===== src/rtl/cpu_pkg.sv =====
// Shared lab-CPU constants: phase codes, NZCV bit positions and default reset PC.
package cpu_pkg;

    // Phase codes seen by the decode/execute controller
    localparam logic [1:0] PH_FETCH = 2'b00;
    localparam logic [1:0] PH_READ  = 2'b01;
    localparam logic [1:0] PH_EXEC  = 2'b10;
    localparam logic [1:0] PH_WB    = 2'b11;

    // NZCV bit indices within the flag register
    localparam int FLAG_N = 3;
    localparam int FLAG_Z = 2;
    localparam int FLAG_C = 1;
    localparam int FLAG_V = 0;

    localparam logic [31:0] DEFAULT_RESET_PC = 32'h0000_0000;

endpackage


===== src/rtl/phase_sequencer_if.sv =====
// Instruction-memory fetch port: address/request out, data/ready back.
interface phase_sequencer_if;

    logic [31:0] imem_addr;
    logic        imem_rd;
    logic [31:0] imem_data;
    logic        imem_ready;

    modport master (output imem_addr, output imem_rd, input imem_data, input imem_ready);
    modport slave  (input imem_addr, input imem_rd, output imem_data, output imem_ready);

endinterface


===== src/rtl/pc_next_calc.sv =====
// Next-PC selection at write-back: sequential pc+4 or pc+8+word offset.
module pc_next_calc (
    input  logic [31:0] pc_i,
    input  logic        bf_i,
    input  logic [23:0] offset_i,
    output logic [31:0] pc_next_o
);

    logic [31:0] disp;

    // Word offset is sign-extended and scaled to bytes; the +8 reflects
    // the pipeline-visible PC convention of the ISA.
    assign disp      = {{6{offset_i[23]}}, offset_i, 2'b00};
    assign pc_next_o = bf_i ? (pc_i + 32'd8 + disp) : (pc_i + 32'd4);

endmodule


===== src/rtl/phase_sequencer.sv =====
// Four-phase instruction sequencer: fetch handshake, PC, NZCV flags,
// halt/fetch-timeout parking and retired-instruction counter.
module phase_sequencer
    import cpu_pkg::*;
#(
    parameter logic [31:0] RESET_PC      = DEFAULT_RESET_PC,
    parameter int          FETCH_TIMEOUT = 15
) (
    input  logic                     clk,
    input  logic                     reset,
    phase_sequencer_if.master        imem,
    output logic [31:0]              instr,
    output logic [1:0]               state,
    output logic [31:0]              pc,
    output logic [31:0]              link_pc,
    input  logic                     bf,
    input  logic [23:0]              offset,
    input  logic [3:0]               flags_in,
    input  logic                     flags_we,
    output logic [3:0]               flags,
    input  logic                     halt,
    output logic                     halted,
    output logic                     fetch_err,
    output logic [31:0]              retired
);

    // Low two bits of the working states equal their phase codes; HALT is extra.
    localparam logic [2:0] S_FETCH = {1'b0, PH_FETCH};
    localparam logic [2:0] S_READ  = {1'b0, PH_READ};
    localparam logic [2:0] S_EXEC  = {1'b0, PH_EXEC};
    localparam logic [2:0] S_WB    = {1'b0, PH_WB};
    localparam logic [2:0] S_HALT  = 3'b100;

    localparam int WAIT_W = $clog2(FETCH_TIMEOUT + 1);

    logic [2:0]        state_q, state_d;
    logic [31:0]       pc_q, pc_d;
    logic [31:0]       instr_q, instr_d;
    logic [3:0]        flags_q, flags_d;
    logic [WAIT_W-1:0] wait_q, wait_d;
    logic [31:0]       retired_q, retired_d;
    logic              err_q, err_d;
    logic [31:0]       pc_next;

    pc_next_calc u_pc_next (
        .pc_i      (pc_q),
        .bf_i      (bf),
        .offset_i  (offset),
        .pc_next_o (pc_next)
    );

    // Phase progression and the per-phase register updates
    always_comb begin
        state_d   = state_q;
        pc_d      = pc_q;
        instr_d   = instr_q;
        flags_d   = flags_q;
        wait_d    = wait_q;
        retired_d = retired_q;
        err_d     = err_q;
        case (state_q)
            S_FETCH: begin
                if (imem.imem_ready) begin
                    instr_d = imem.imem_data;
                    wait_d  = '0;
                    state_d = S_READ;
                end else if (int'(wait_q) >= FETCH_TIMEOUT - 1) begin
                    // Give up on this fetch; pc stays on the failing address.
                    err_d   = 1'b1;
                    wait_d  = '0;
                    state_d = S_HALT;
                end else begin
                    wait_d = wait_q + 1'b1;
                end
            end
            S_READ: begin
                if (flags_we) flags_d = flags_in;
                state_d = S_EXEC;
            end
            S_EXEC: state_d = S_WB;
            S_WB: begin
                pc_d      = pc_next;
                retired_d = retired_q + 32'd1;
                state_d   = halt ? S_HALT : S_FETCH;
            end
            S_HALT: begin
                if (!halt && !err_q) state_d = S_FETCH;
            end
            default: state_d = S_FETCH;
        endcase
    end

    // State registers; reset abandons any in-flight instruction
    always_ff @(posedge clk) begin
        if (reset) begin
            state_q   <= S_FETCH;
            pc_q      <= RESET_PC;
            instr_q   <= '0;
            flags_q   <= '0;
            wait_q    <= '0;
            retired_q <= '0;
            err_q     <= 1'b0;
        end else begin
            state_q   <= state_d;
            pc_q      <= pc_d;
            instr_q   <= instr_d;
            flags_q   <= flags_d;
            wait_q    <= wait_d;
            retired_q <= retired_d;
            err_q     <= err_d;
        end
    end

    // Outputs; HALT reports the FETCH phase code with the request dropped
    assign state          = (state_q == S_HALT) ? PH_FETCH : state_q[1:0];
    assign halted         = (state_q == S_HALT);
    assign imem.imem_rd   = !reset && (state_q == S_FETCH);
    assign imem.imem_addr = reset ? RESET_PC : pc_q;
    assign pc             = pc_q;
    assign link_pc        = pc_q + 32'd4;
    assign instr          = instr_q;
    assign flags          = flags_q;
    assign fetch_err      = err_q;
    assign retired        = retired_q;

endmodule


===== src/flat_wrapper.sv =====
// flat-port wrapper written by rule: the top's interface ports become plain ports
module phase_sequencer_flat import cpu_pkg::*;
#(
    parameter logic [31:0] RESET_PC      = DEFAULT_RESET_PC,
    parameter int          FETCH_TIMEOUT = 15
)
  (clk, reset, instr, state, pc, link_pc, bf, offset, flags_in, flags_we, flags, halt, halted, fetch_err, retired, imem_imem_addr, imem_imem_rd, imem_imem_data, imem_imem_ready);
  phase_sequencer_if imem_i ();
  input  logic clk;
  input  logic reset;
  output logic [31:0] instr;
  output logic [1:0] state;
  output logic [31:0] pc;
  output logic [31:0] link_pc;
  input  logic bf;
  input  logic [23:0] offset;
  input  logic [3:0] flags_in;
  input  logic flags_we;
  output logic [3:0] flags;
  input  logic halt;
  output logic halted;
  output logic fetch_err;
  output logic [31:0] retired;
  output wire logic [$bits(imem_i.imem_addr)-1:0] imem_imem_addr;
  output wire logic [$bits(imem_i.imem_rd)-1:0] imem_imem_rd;
  input wire logic [$bits(imem_i.imem_data)-1:0] imem_imem_data;
  input wire logic [$bits(imem_i.imem_ready)-1:0] imem_imem_ready;
  assign imem_imem_addr = imem_i.imem_addr;
  assign imem_imem_rd = imem_i.imem_rd;
  assign imem_i.imem_data = imem_imem_data;
  assign imem_i.imem_ready = imem_imem_ready;
  phase_sequencer #(.RESET_PC(RESET_PC), .FETCH_TIMEOUT(FETCH_TIMEOUT)) u_core (.clk(clk), .reset(reset), .imem(imem_i), .instr(instr), .state(state), .pc(pc), .link_pc(link_pc), .bf(bf), .offset(offset), .flags_in(flags_in), .flags_we(flags_we), .flags(flags), .halt(halt), .halted(halted), .fetch_err(fetch_err), .retired(retired));
endmodule

===== config.mk =====
export PLATFORM = sky130hd
export DESIGN_NAME = phase_sequencer_flat
export DESIGN_NICKNAME = d
export VERILOG_FILES = /design/src/rtl/cpu_pkg.sv /design/src/rtl/phase_sequencer_if.sv /design/src/rtl/pc_next_calc.sv /design/src/rtl/phase_sequencer.sv /design/src/flat_wrapper.sv
export SDC_FILE = /design/constraint.sdc
export NUM_CORES = 1
export LEC_CHECK = 0
export BUFFER_PORTS_ARGS = -buffer_cell sky130_fd_sc_hd__buf_4
export CAP_MARGIN = 5
export CORE_MARGIN = 4
export CORE_UTILIZATION = 52
export DETAILED_ROUTE_END_ITERATION = 6
export GPL_TIMING_DRIVEN = 1
export PLACE_DENSITY = 0.82
export SLEW_MARGIN = 20
export SYNTH_ARGS = -nofsm -noshare
export SYNTH_HDL_FRONTEND = slang
export SYNTH_SLANG_ARGS = --single-unit

===== constraint.sdc =====
create_clock -name clk -period 4.1 [get_ports clk]
set_clock_uncertainty 0.2 [all_clocks]
set_input_delay 0.615 -clock clk [delete_from_list [all_inputs] [get_ports clk]]
set_output_delay 0.615 -clock clk [all_outputs]
set_load 0.1 [all_outputs]

Word level (Yosys, flattened, before mapping)
Index checks and enable logic that the tools add are counted.

Input bits: 66. Word-level logic and storage cells: 40. Register bits after elaboration: 108.

Bitwise operators: 1. Reduce and logical (&&, ||, !) cells: 10. Add/subtract/negate cells: 5. Muxes and demuxes: 10. Equality and inequality tests: 6. Magnitude comparators: 1.

Operator list (count): $mux 32 (2); $add 32x1->32 const B (1); $add 32x3->32 const B (1); $add 32x32->32 (1); $add 32x4->32 const B (1); $pmux 3 s5 (1); $mux 3 (4); $mux 4 (2); $eq 3x2->1 const B (2); $reduce_and 2->1 (3); $add 4x1->4 const B (1); $ge 4x4->1 const B (1); $eq 3x1->1 const B (1); $eq 3x3->1 const B (1); $logic_not 1->1 (3); $logic_not 3->1 (1); $ne 3x2->1 const B (1); $reduce_and 3->1 (1); $logic_and 1x1->1 (2); $mux 2 (1); $ne 2x1->1 const B (1); $not 1->1 (1).

Longest topological paths before layout
Gate-level depths: netlist of the first run.

Depth after elaboration: 4. Depth in mapped cells: 13. Gate-level depth less buffers: 13.

Cells and area by module
Synthesis of the first run repeated with hierarchy kept, for this count alone.

Cell total of the unflattened synthesis: 1065. Area, all modules: 7967.6 um^2.

Modules (own cells, without submodules): phase_sequencer (sequential area each 2162.1 um^2, cells each 653, times used 1, area an instance 5071.1 um^2); pc_next_calc (sequential area each 0.0 um^2, cells each 412, times used 1, area an instance 2896.5 um^2).

Worst setup path before layout of the first run
OpenSTA, ideal clock, no wires.

Path type: reg-to-output. Start: register u_core.pc_q[2] (netlist: u_core.pc[2]). End: output port link_pc[27]. Stages on the path, launching flop included: 7. Arrival: 4.578 ns. Setup slack: -1.293 ns. Path through: dfxtp_1 -> inv_1 -> nor3_2 -> nand3_1 -> nor2_1 -> nand3_1 -> xnor2_1.

Word-level cells in the longest chain between the ends: 1.

RTL lines: start: declaration (RTL line phase_sequencer.sv:37) `logic [31:0] pc_q, pc_d;`; start signal: assignment (RTL line phase_sequencer.sv:105) `pc_q <= pc_d;`; $add 32x3->32 (RTL line phase_sequencer.sv:120) `assign link_pc = pc_q + 32'd4;`; end: declaration (RTL line flat_wrapper.sv:14) `output logic [31:0] link_pc;`.

No other way between the ends.

Worst setup path after layout of the first run
Start: register u_core.pc_q[8] (netlist: u_core.pc[8]). End: output port link_pc[29].

Same word-level chain as after synthesis.

==> impl_metrics.tcl, run 1 <==
set metrics [dict create \
    status "finished, final reports clean" \
    clockBufferDepth 2 \
    cts.repair.resized 0 \
    rsz0062_at_grt "no" \
    synth_edf_count 0 \
    hold_depth 2 \
    synthAdderAreaFrac_pct 10.90 \
    synth-compound-area-share_pct 18.00 \
    drt_pass1_iterations 5 \
    routabilityCongestion 0.9810 \
    min_path_type "reg2reg" \
    core_region_area_um2 13400 \
    yosysTopAreaCellShare_pct 29.52 \
    final_common_cell "buf_4" \
    crit_required_ns 3.28 \
    min_from "u_core.instr[0]$_SDFFE_PP0P_" \
    place_inst 1297 \
    drt-vias-per-instance 5.617 \
    num_antenna_cells 0 \
    sw_frac_of_total_pct 38.53 \
    ys_ff_latch 106 \
    power_frac_seq_pct 38.3 \
    portBuffers 228 \
    worst_skew_pair.late_latency_ns 0.36 \
    overflow 0 \
    grt_util_met1_pct 33.62 \
    drive_gt1_share_pct 25.59 \
    hpwl_um 15980 \
    r2r-end "u_core.pc[31]$_SDFFE_PP0P_" \
    yosysSeqAreaShare_pct 29.52 \
    final-setup-viol-count 0 \
    internal_power_mw 1.780 \
    endpoint_kind "output pin" \
    r2r_start "u_core.pc[3]$_SDFFE_PP0P_" \
    grt_pass1_vias 6868 \
    fin_hold_ws_ns 0.2551 \
    cts.reportedPaths.clkPinSlew_ns 0.08 \
    leakagePower_nw 4.416 \
    powerDensity_nw_per_um2 304.3 \
    grt_pass1_wl_um 34380 \
    hold_viol_final 0 \
    drv_slew 0 \
    multiInputGateArea_um2 4977 \
    synth_area_leaders "dfxtp_1, ha_1, a21oi_1" \
    rr_worst_depth 13 \
    synth-simple-area-share_pct 25.34 \
    power_frac_comb_pct 29.3 \
    die_w_um 125.6 \
    wirelength_um 21280 \
    drv_cap 0 \
    synth_ff_type "dfxtp_1" \
    worstPathArrival_ns 2.82 \
    synthesis.area_um2 7188 \
    post-route-util_pct 71.03 \
    postRouteAntennaNets 0 \
    setup_slack_ns 0.4626 \
    fmax_ghz 0.2749 \
    rows 42 \
    fin_nets 1260 \
    critPathLaunch "u_core.pc[8]$_SDFFE_PP0P_" \
    register_area_um2 2123 \
    dieArea_um2 15770 \
    crit_type "reg2out" \
    cts_hold_buf 0 \
    synth_area_per_cell_um2 7.655 \
    peakVddDrop_v 0.0002462 \
    path_max_fanout 9 \
    antenna_found_initial 0 \
    ff2ff_setup_slack_ns 0.60 \
    netSwitchingPower_mw 1.116 \
    stdcell_count 1313 \
    drc 0 \
    cts-root-buf "clkbuf_16" \
    synthMuxAreaShare_pct 1.862 \
    pwr-share-clk_pct 32.3 \
    synth_top_cell_by_area "dfxtp_1" \
    post-place-ws_ns 0.3877 \
    post_cts_buffers 0 \
    layout_common_cells "buf_4, nand2_1, dfxtp_1" \
    use_met2_pct 44.34 \
    async_flop_share_pct 0 \
    cts_tree "yes" \
    area_growth_pct 32.41 \
    synth_top_family_by_area "simple AND/OR/NAND/NOR gates" \
    cts_buffers 9 \
    synthCells 939 \
    top_usage_layer "met2" \
    yosys_warnings 0 \
    die_h_um 125.6 \
    yosysUniqueCellTypes 62 \
    max_slew_margin_pct 28.61 \
    drt-initial-drc-count 453 \
    grt_max_degree 67 \
    globalRouteMet3Util_pct 5.117 \
    synth_xor_area_share_pct 9.260 \
    hold_end "u_core.instr[0]$_SDFFE_PP0P_" \
    io_pins 235 \
    start_util_pct 53.64 \
    avgRoutedWirePerCell_um 16.20 \
    h-tree-depth 3 \
    period_share_pct 88.72 \
    vias 7375 \
    finalCriticalPeriod_ns 3.637 \
    start_kind "register" \
    worst_slew_pin_slew_ns 1.063 \
    cts.sinks 106 \
    fill_cells 1161 \
    grt_usage_pct 25.98 \
]
power by group through the flow:
stage               logic [mW]  clock network [mW]  registers (mW)
global route             0.900               0.993            1.12
CTS                      0.850               0.950            1.11
global placement         0.843                   0            1.13
floorplan                0.411                   0            1.38
detailed placement       0.849                   0            1.13
finish                   0.850               0.937            1.11
cells in the mapped netlist (16+ instances only):
library cell	number
xor2_1	36
a21oi_1	89
ha_1	61
nor3_1	19
a21o_1	16
xnor2_1	40
o21ai_0	44
clkbuf_1	42
nand2_1	118
inv_1	21
dfxtp_1	106
nor2_1	102
nand3_1	38
nor2b_1	28
and3_1	19
state kept, by name, indices dropped and copies added (netlist names):
signal / flops
u_core.fetch_err: 1
u_core.flags: 4
u_core.instr: 32
u_core.pc: 30
u_core.retired: 32
u_core.state_q: 3
u_core.wait_q: 4
cell families after synthesis:
| group | after synthesis |
|---|---|
| muxes | 13 |
| and+or+nand+nor | 382 |
| AOI/OAI and AO/OA | 215 |
| DFF | 106 |
| buffers and inverters | 84 |
| adders and majority gates | 62 |
| xor gates and xnor gates | 76 |
| other | 1 |
metal layers:
layer	vias up	wire length, um
li1	3653	-
met1	3415	9040
met2	269	10320
met3	38	1520
met4	0	393
met5	-	0
worst max-delay path, cell delays in order, from the launching register on:
cell and delay, ns:
dfxtp_1 0.50, and3_1 0.26, and3_1 0.25, nand3_1 0.09, buf_4 0.18, nor2_1 0.37
nand3_1 0.31, xnor2_4 0.20, buf_4 0.31
how the worst max path moves through the flow:
| stage | slack, ns | end | depth (start not counted) |
|---|---|---|---|
| final | 0.46 | link_pc[29] | 8 |
| after global routing | 0.29 | link_pc[29] | 8 |
| after CTS | 0.48 | link_pc[29] | 8 |
| after detailed placement | 0.39 | u_core.pc[31]$_SDFFE_PP0P_ | 14 |
| after global placement | 0.45 | u_core.pc[31]$_SDFFE_PP0P_ | 14 |
| after floorplan | -0.05 | link_pc[20] | 7 |
cell type report:
class,count,area share [%]
clock buffers,9,2.366
repair buffers,240,18.93
inverters,21,0.8282
flip-flops and latches,106,22.31
well taps,176,2.314
clock inverters,7,0.9596
multi-input cells,754,52.29
per-stage QoR:
step | power (mW) | area, um^2 | TNS [ns]
after global placement | 1.975 | 9200 | 0
final | 2.896 | 9518 | 0
after CTS | 2.911 | 9517 | 0
after global routing | 3.010 | 9518 | 0
after floorplan | 1.795 | 7463 | -0.04909
after detailed placement | 1.983 | 9200 | 0
No activity file was read; power rests on OpenSTA's default activity.
==> inputs of run 2 (changes only) <==
==> constraint.sdc (replaced) <==
create_clock -name clk -period 4.1 [get_ports clk]
set_clock_uncertainty 0.2 [all_clocks]
set_input_delay 0.615 -clock clk [delete_from_list [all_inputs] [get_ports clk]]
set_output_delay 0.615 -clock clk [all_outputs]
set_load 0.005 [all_outputs]
==> run 2 against run 1 <==
Effect of this change: worst setup slack better by 0.077 ns; clock power is 9.3% lower; clock-buffer cell count did not move; utilization fell by 2.4 points; hold slack worse by 0.00066 ns; wire length down 0.84%; critical path type unchanged.
==> impl_metrics.tcl, run 2 (synthesis gave the netlist of run 1 again) <==
set metrics [dict create \
    vias 7394 \
    fill_cells 1194 \
    cts_tree "yes" \
    drc 0 \
    worst_skew_pair.late_latency_ns 0.35 \
    clockBufferDepth 2 \
    min_path_type "reg2reg" \
    dieArea_um2 15770 \
    r2r_start "u_core.pc[3]$_SDFFE_PP0P_" \
    crit_required_ns 3.28 \
    cts-root-buf "clkbuf_16" \
    cts.repair.resized 0 \
    min_from "u_core.instr[19]$_SDFFE_PP0P_" \
    endpoint_kind "output pin" \
    powerDensity_nw_per_um2 262.9 \
    worst_path_max_delay_cell "dfxtp_1" \
    crit_path_max_incr_delay_ns 0.51 \
    status "finished, final reports clean" \
    finalCriticalPeriod_ns 3.560 \
    post-route-util_pct 68.61 \
    path_cells "and3_1 > and3_1 > nand3_1 > nor2_1 > nand3_1 > xnor2_1 > buf_4" \
    start_kind "register" \
    die_h_um 125.6 \
    ff2ff_setup_slack_ns 0.60 \
    hold_viol_final 0 \
    crit_type "reg2out" \
    final-setup-viol-count 0 \
    wirelength_um 21100 \
    fmax_ghz 0.2809 \
    worst_slew_pin_slew_ns 1.084 \
    grt_max_degree 52 \
    start_util_pct 53.64 \
    overflow 0 \
    cts_hold_buf 0 \
    drive_gt1_share_pct 23.23 \
    path_max_fanout 9 \
    antenna_found_initial 0 \
    peakVddDrop_v 0.0001959 \
    stdcell_count 1308 \
    avgRoutedWirePerCell_um 16.13 \
    area_growth_pct 27.90 \
    rows 42 \
    grt_pass1_wl_um 33510 \
    drt_pass1_iterations 5 \
    cts.reportedPaths.clkPinSlew_ns 0.07 \
    h-tree-depth 3 \
    drt-vias-per-instance 5.653 \
    cts_buffers 9 \
    critPathLaunch "u_core.pc[8]$_SDFFE_PP0P_" \
    final_common_cell "buf_4" \
    place_inst 1292 \
    worstPathArrival_ns 2.75 \
    max_slew_margin_pct 27.53 \
    portBuffers 228 \
    postRouteAntennaNets 0 \
    rr_worst_depth 13 \
    r2r-end "u_core.pc[31]$_SDFFE_PP0P_" \
    num_antenna_cells 0 \
    leakagePower_nw 4.269 \
    cts.sinks 106 \
    period_share_pct 86.83 \
    grt_usage_pct 25.17 \
    fin_hold_ws_ns 0.2545 \
    endpoint "link_pc[27]" \
    core_region_area_um2 13400 \
    io_pins 235 \
    fin_nets 1255 \
    routabilityCongestion 0.9383 \
    die_w_um 125.6 \
    drv_cap 0 \
    rsz0062_at_grt "no" \
    drv_slew 0 \
    layout_common_cells "buf_4, nand2_1, dfxtp_1" \
    drt-initial-drc-count 548 \
    setup_tns_ns 0 \
    p_total_mw 2.417 \
    hpwl_um 15530 \
    grt_pass1_vias 6781 \
    post_cts_buffers 0 \
]
## run 2: cell types whose count changed in the layout (fill, tap and decap cells not counted)
cell | before | now
xnor2_1 | 28 | 40
xor2_1 | 26 | 36
xnor2_2 | 8 | 0
xor2_2 | 6 | 0
buf_4 | 240 | 235
xnor2_4 | 4 | 0
xor2_4 | 4 | 0
clkinv_2 | 0 | 2
bufinv_16 | 1 | 0
clkinv_4 | 0 | 1
clkinvlp_4 | 1 | 0
dfxtp_1 | 105 | 106
dfxtp_2 | 1 | 0
inv_8 | 1 | 0
## run 2: layer usage
metal	share of wire [%]	routed length, um	up-vias	track usage (%)
li1	-	-	3641	-
met1	43	9103	3417	32.62
met2	46	9792	287	40.43
met3	7.9	1659	49	6.738
met4	2.6	540	0	8.865
met5	0	0	-	0
## run 2: critical path: cells and delay by family, from the launching register on
family        cells  cell delay, ns
xor+xnor          1            0.34
buf+inv           1            0.18
flops             1            0.51
simple gates      5            1.36
## run 2: worst min path at each step
| stage | to | slack (ns) | cells after the start |
|---|---|---|---|
| global placement | u_core.instr[20]$_SDFFE_PP0P_ | 0.24 | 2 |
| finish | u_core.instr[19]$_SDFFE_PP0P_ | 0.25 | 2 |
| detailed placement | u_core.instr[19]$_SDFFE_PP0P_ | 0.25 | 2 |
| global route | u_core.instr[16]$_SDFFE_PP0P_ | 0.28 | 2 |
| CTS | u_core.instr[19]$_SDFFE_PP0P_ | 0.26 | 2 |
| floorplan | u_core.instr[0]$_SDFFE_PP0P_ | 0.25 | 2 |
## run 2: final cells by class
class | instances | area [um^2] | area share, %
well taps | 176 | 220.2 | 2.395
multi-input cells | 754 | 4722 | 51.36
clock inverters | 7 | 61.31 | 0.6668
inverters | 21 | 78.83 | 0.8574
clock buffers | 9 | 225.2 | 2.450
repair buffers | 235 | 1764 | 19.19
flip-flops and latches | 106 | 2122 | 23.08
## run 2: stage by stage
step / setup WS, ns / instance area, um^2
4_1_cts: 0.5871 / 9193
2_1_floorplan: 0.7769 / 7207
3_3_place_gp: 0.4507 / 8906
3_5_place_dp: 0.4483 / 8906
6_report: 0.5400 / 9194
5_1_grt: 0.3478 / 9194
## run 2: power breakdown
part	switching, mW	total, mW	internal [mW]	leakage (nW)
Sequential	0.0378	1.11	1.07	0.859
Clock	0.426	0.850	0.424	0.143
Combinational	0.248	0.458	0.210	3.27
==> inputs of run 3 (changes only) <==
--- a/config.mk
+++ b/config.mk
@@ -8,10 +8,10 @@
 export BUFFER_PORTS_ARGS = -buffer_cell sky130_fd_sc_hd__buf_4
 export CAP_MARGIN = 5
 export CORE_MARGIN = 4
-export CORE_UTILIZATION = 52
+export CORE_UTILIZATION = 47
 export DETAILED_ROUTE_END_ITERATION = 6
 export GPL_TIMING_DRIVEN = 1
-export PLACE_DENSITY = 0.82
+export PLACE_DENSITY = 0.78
 export SLEW_MARGIN = 20
 export SYNTH_ARGS = -nofsm -noshare
 export SYNTH_HDL_FRONTEND = slang
==> constraint.sdc (replaced) <==
create_clock -name clk -period 3 [get_ports clk]
set_clock_uncertainty 0.2 [all_clocks]
set_input_delay 0.45 -clock clk [delete_from_list [all_inputs] [get_ports clk]]
set_output_delay 0.45 -clock clk [all_outputs]
set_load 0.005 [all_outputs]
==> run 3 against run 2 <==
Effect of this change: non-clock buffer count is 84 higher; via count up 3.3%; combinational power grew 56%; sequential power is 36% higher; design area rose by 9.2%; critical endpoint is now link_pc[29]; highest routed layer unchanged.
==> impl_metrics.tcl, run 3 (synthesis gave the netlist of run 1 again) <==
set metrics [dict create \
    cts_hold_buf 0 \
    rr_worst_depth 13 \
    vias 7636 \
    grt_pass1_wl_um 36020 \
    hpwl_um 16980 \
    grt_max_degree 51 \
    drv_slew 0 \
    max_slew_margin_pct 27.26 \
    num_antenna_cells 0 \
    ff2ff_setup_slack_ns 0.07 \
    hold_end "u_core.flags[3]$_SDFFE_PP0P_" \
    place_area_um2 9517 \
    final_common_cell "buf_4" \
    path_delay_family "simple AND/OR/NAND/NOR gates" \
    rsz0062_at_grt "yes" \
    wl_met2_um 10770 \
    worst_slew_pin_slew_ns 1.089 \
    cts.sinks 106 \
    drt_pass1_iterations 5 \
    crit_path_max_incr_delay_ns 0.35 \
    antenna_found_initial 0 \
    finalCriticalPeriod_ns 2.933 \
    cts_buffers 9 \
    wirelength_um 22530 \
    period_share_pct 97.75 \
    min_path_type "in2reg" \
    cts.reportedPaths.clkPinSlew_ns 0.08 \
    final-setup-viol-count 0 \
    setup_tns_ns 0 \
    drc 0 \
    drv_cap 0 \
    rows 44 \
    crit_required_ns 2.35 \
    h-tree-depth 3 \
    layout_common_cells "buf_4, nand2_1, dfxtp_1" \
    endpoint_kind "output pin" \
    portBuffers 228 \
    overflow 0 \
    wl_met1_um 9747 \
    r2r_start "u_core.pc[3]$_SDFFE_PP0P_" \
    cpMostUsedCell "buf_4" \
    stdcell_count 1400 \
    area_growth_pct 39.67 \
    dieArea_um2 17340 \
    cts_tree "yes" \
    crit_buf_inv 2 \
    drt-vias-per-instance 5.454 \
    detailroute.wirelength.met3_um 1512 \
    routabilityCongestion 0.9385 \
    clockBufferDepth 2 \
    grt_usage_pct 24.62 \
    worst_path_max_delay_cell "dfxtp_1" \
    setup_slack_ns 0.06740 \
    place_inst 1379 \
    powerDensity_nw_per_um2 347.0 \
    peakVddDrop_v 0.0003623 \
    path_cells "buf_4 > and3_2 > and4_1 > nand2_1 > nor2_4 > nand3_1 > xnor2_1 > buf_4" \
    fin_hold_ws_ns 0.1343 \
    post-place-ws_ns -0.3095 \
    leakagePower_nw 4.752 \
    highest_layer "met4" \
    avgRoutedWirePerCell_um 16.10 \
    hold_depth 3 \
    fmax_ghz 0.3410 \
    die_w_um 131.7 \
    drt-initial-drc-count 506 \
    final_area_um2 10040 \
    crit_type "reg2out" \
    grt_pass1_vias 7249 \
    drive_gt1_share_pct 31.09 \
    die_h_um 131.7 \
    io_pins 235 \
    core_region_area_um2 14750 \
    fin_nets 1339 \
    postRouteAntennaNets 0 \
    start_util_pct 48.72 \
    min_from "flags_in[3]" \
    worstPathArrival_ns 2.28 \
    status "finished, final reports clean" \
    cts-root-buf "clkbuf_16" \
    critPathLaunch "u_core.pc[15]$_SDFFE_PP0P_" \
    path_max_fanout 5 \
    r2r-end "u_core.pc[31]$_SDFFE_PP0P_" \
    start_kind "register" \
    hold_viol_final 0 \
    worst_skew_pair.late_latency_ns 0.35 \
]
[run 3: worst max-delay path by stage]
stage	cells past startpoint	endpoint	slack (ns)
floorplan	13	u_core.pc[31]$_SDFFE_PP0P_	0.007
global placement	14	u_core.pc[31]$_SDFFE_PP0P_	-0.25
detailed placement	14	u_core.pc[31]$_SDFFE_PP0P_	-0.31
CTS	13	u_core.pc[31]$_SDFFE_PP0P_	0.004
global route	13	u_core.pc[31]$_SDFFE_PP0P_	-0.08
finish	8	link_pc[29]	0.07
[run 3: routing by layer]
metal  vias up  global-route usage, %
li1       3805                      -
met1      3528                  31.86
met2       266                  41.29
met3        37                  5.657
met4         0                  6.826
met5         -                      0
[run 3: where the power goes]
part / internal [mW] / total (mW) / leakage (nW) / switching, mW
sequential: 1.46 / 1.51 / 0.860 / 0.0423
combinational: 0.341 / 0.713 / 3.74 / 0.371
clock: 0.671 / 1.27 / 0.153 / 0.594
[run 3: cell type report]
cell class,count,area [um^2]
fillers,1253,4715
multi-input cells,754,4896
well taps,184,230.2
flip-flops and latches,106,2125
repair buffers,319,2395
inverters,21,78.83
clock buffers,10,229.0
clock inverters,6,86.33
[run 3: worst register-to-register path, delay by kind of cell (launching register included)]
family	cells	cell delay, ns
adders and majority gates	3	0.77
buffers and inverters	2	0.09
muxes	1	0.30
AOI/OAI and AO/OA	5	0.85
and+or+nand+nor	2	0.27
DFF	1	0.34
[run 3: what timing repair did]
| action | CTS | global route |
|---|---|---|
| setup buffers | 3 | 2 |
| gates cloned | 0 | 0 |
| resized for setup | 18 | 26 |
| pin swaps | 8 | 7 |
| setup endpoints to repair | 18 | 29 |
[run 3: through the flow]
stage	power [mW]	utilization [%]
after floorplan	1.923	-
after global placement	2.219	64.50
after detailed placement	2.233	64.50
after CTS	3.502	67.24
after global routing	3.646	68.05
final	3.484	68.05
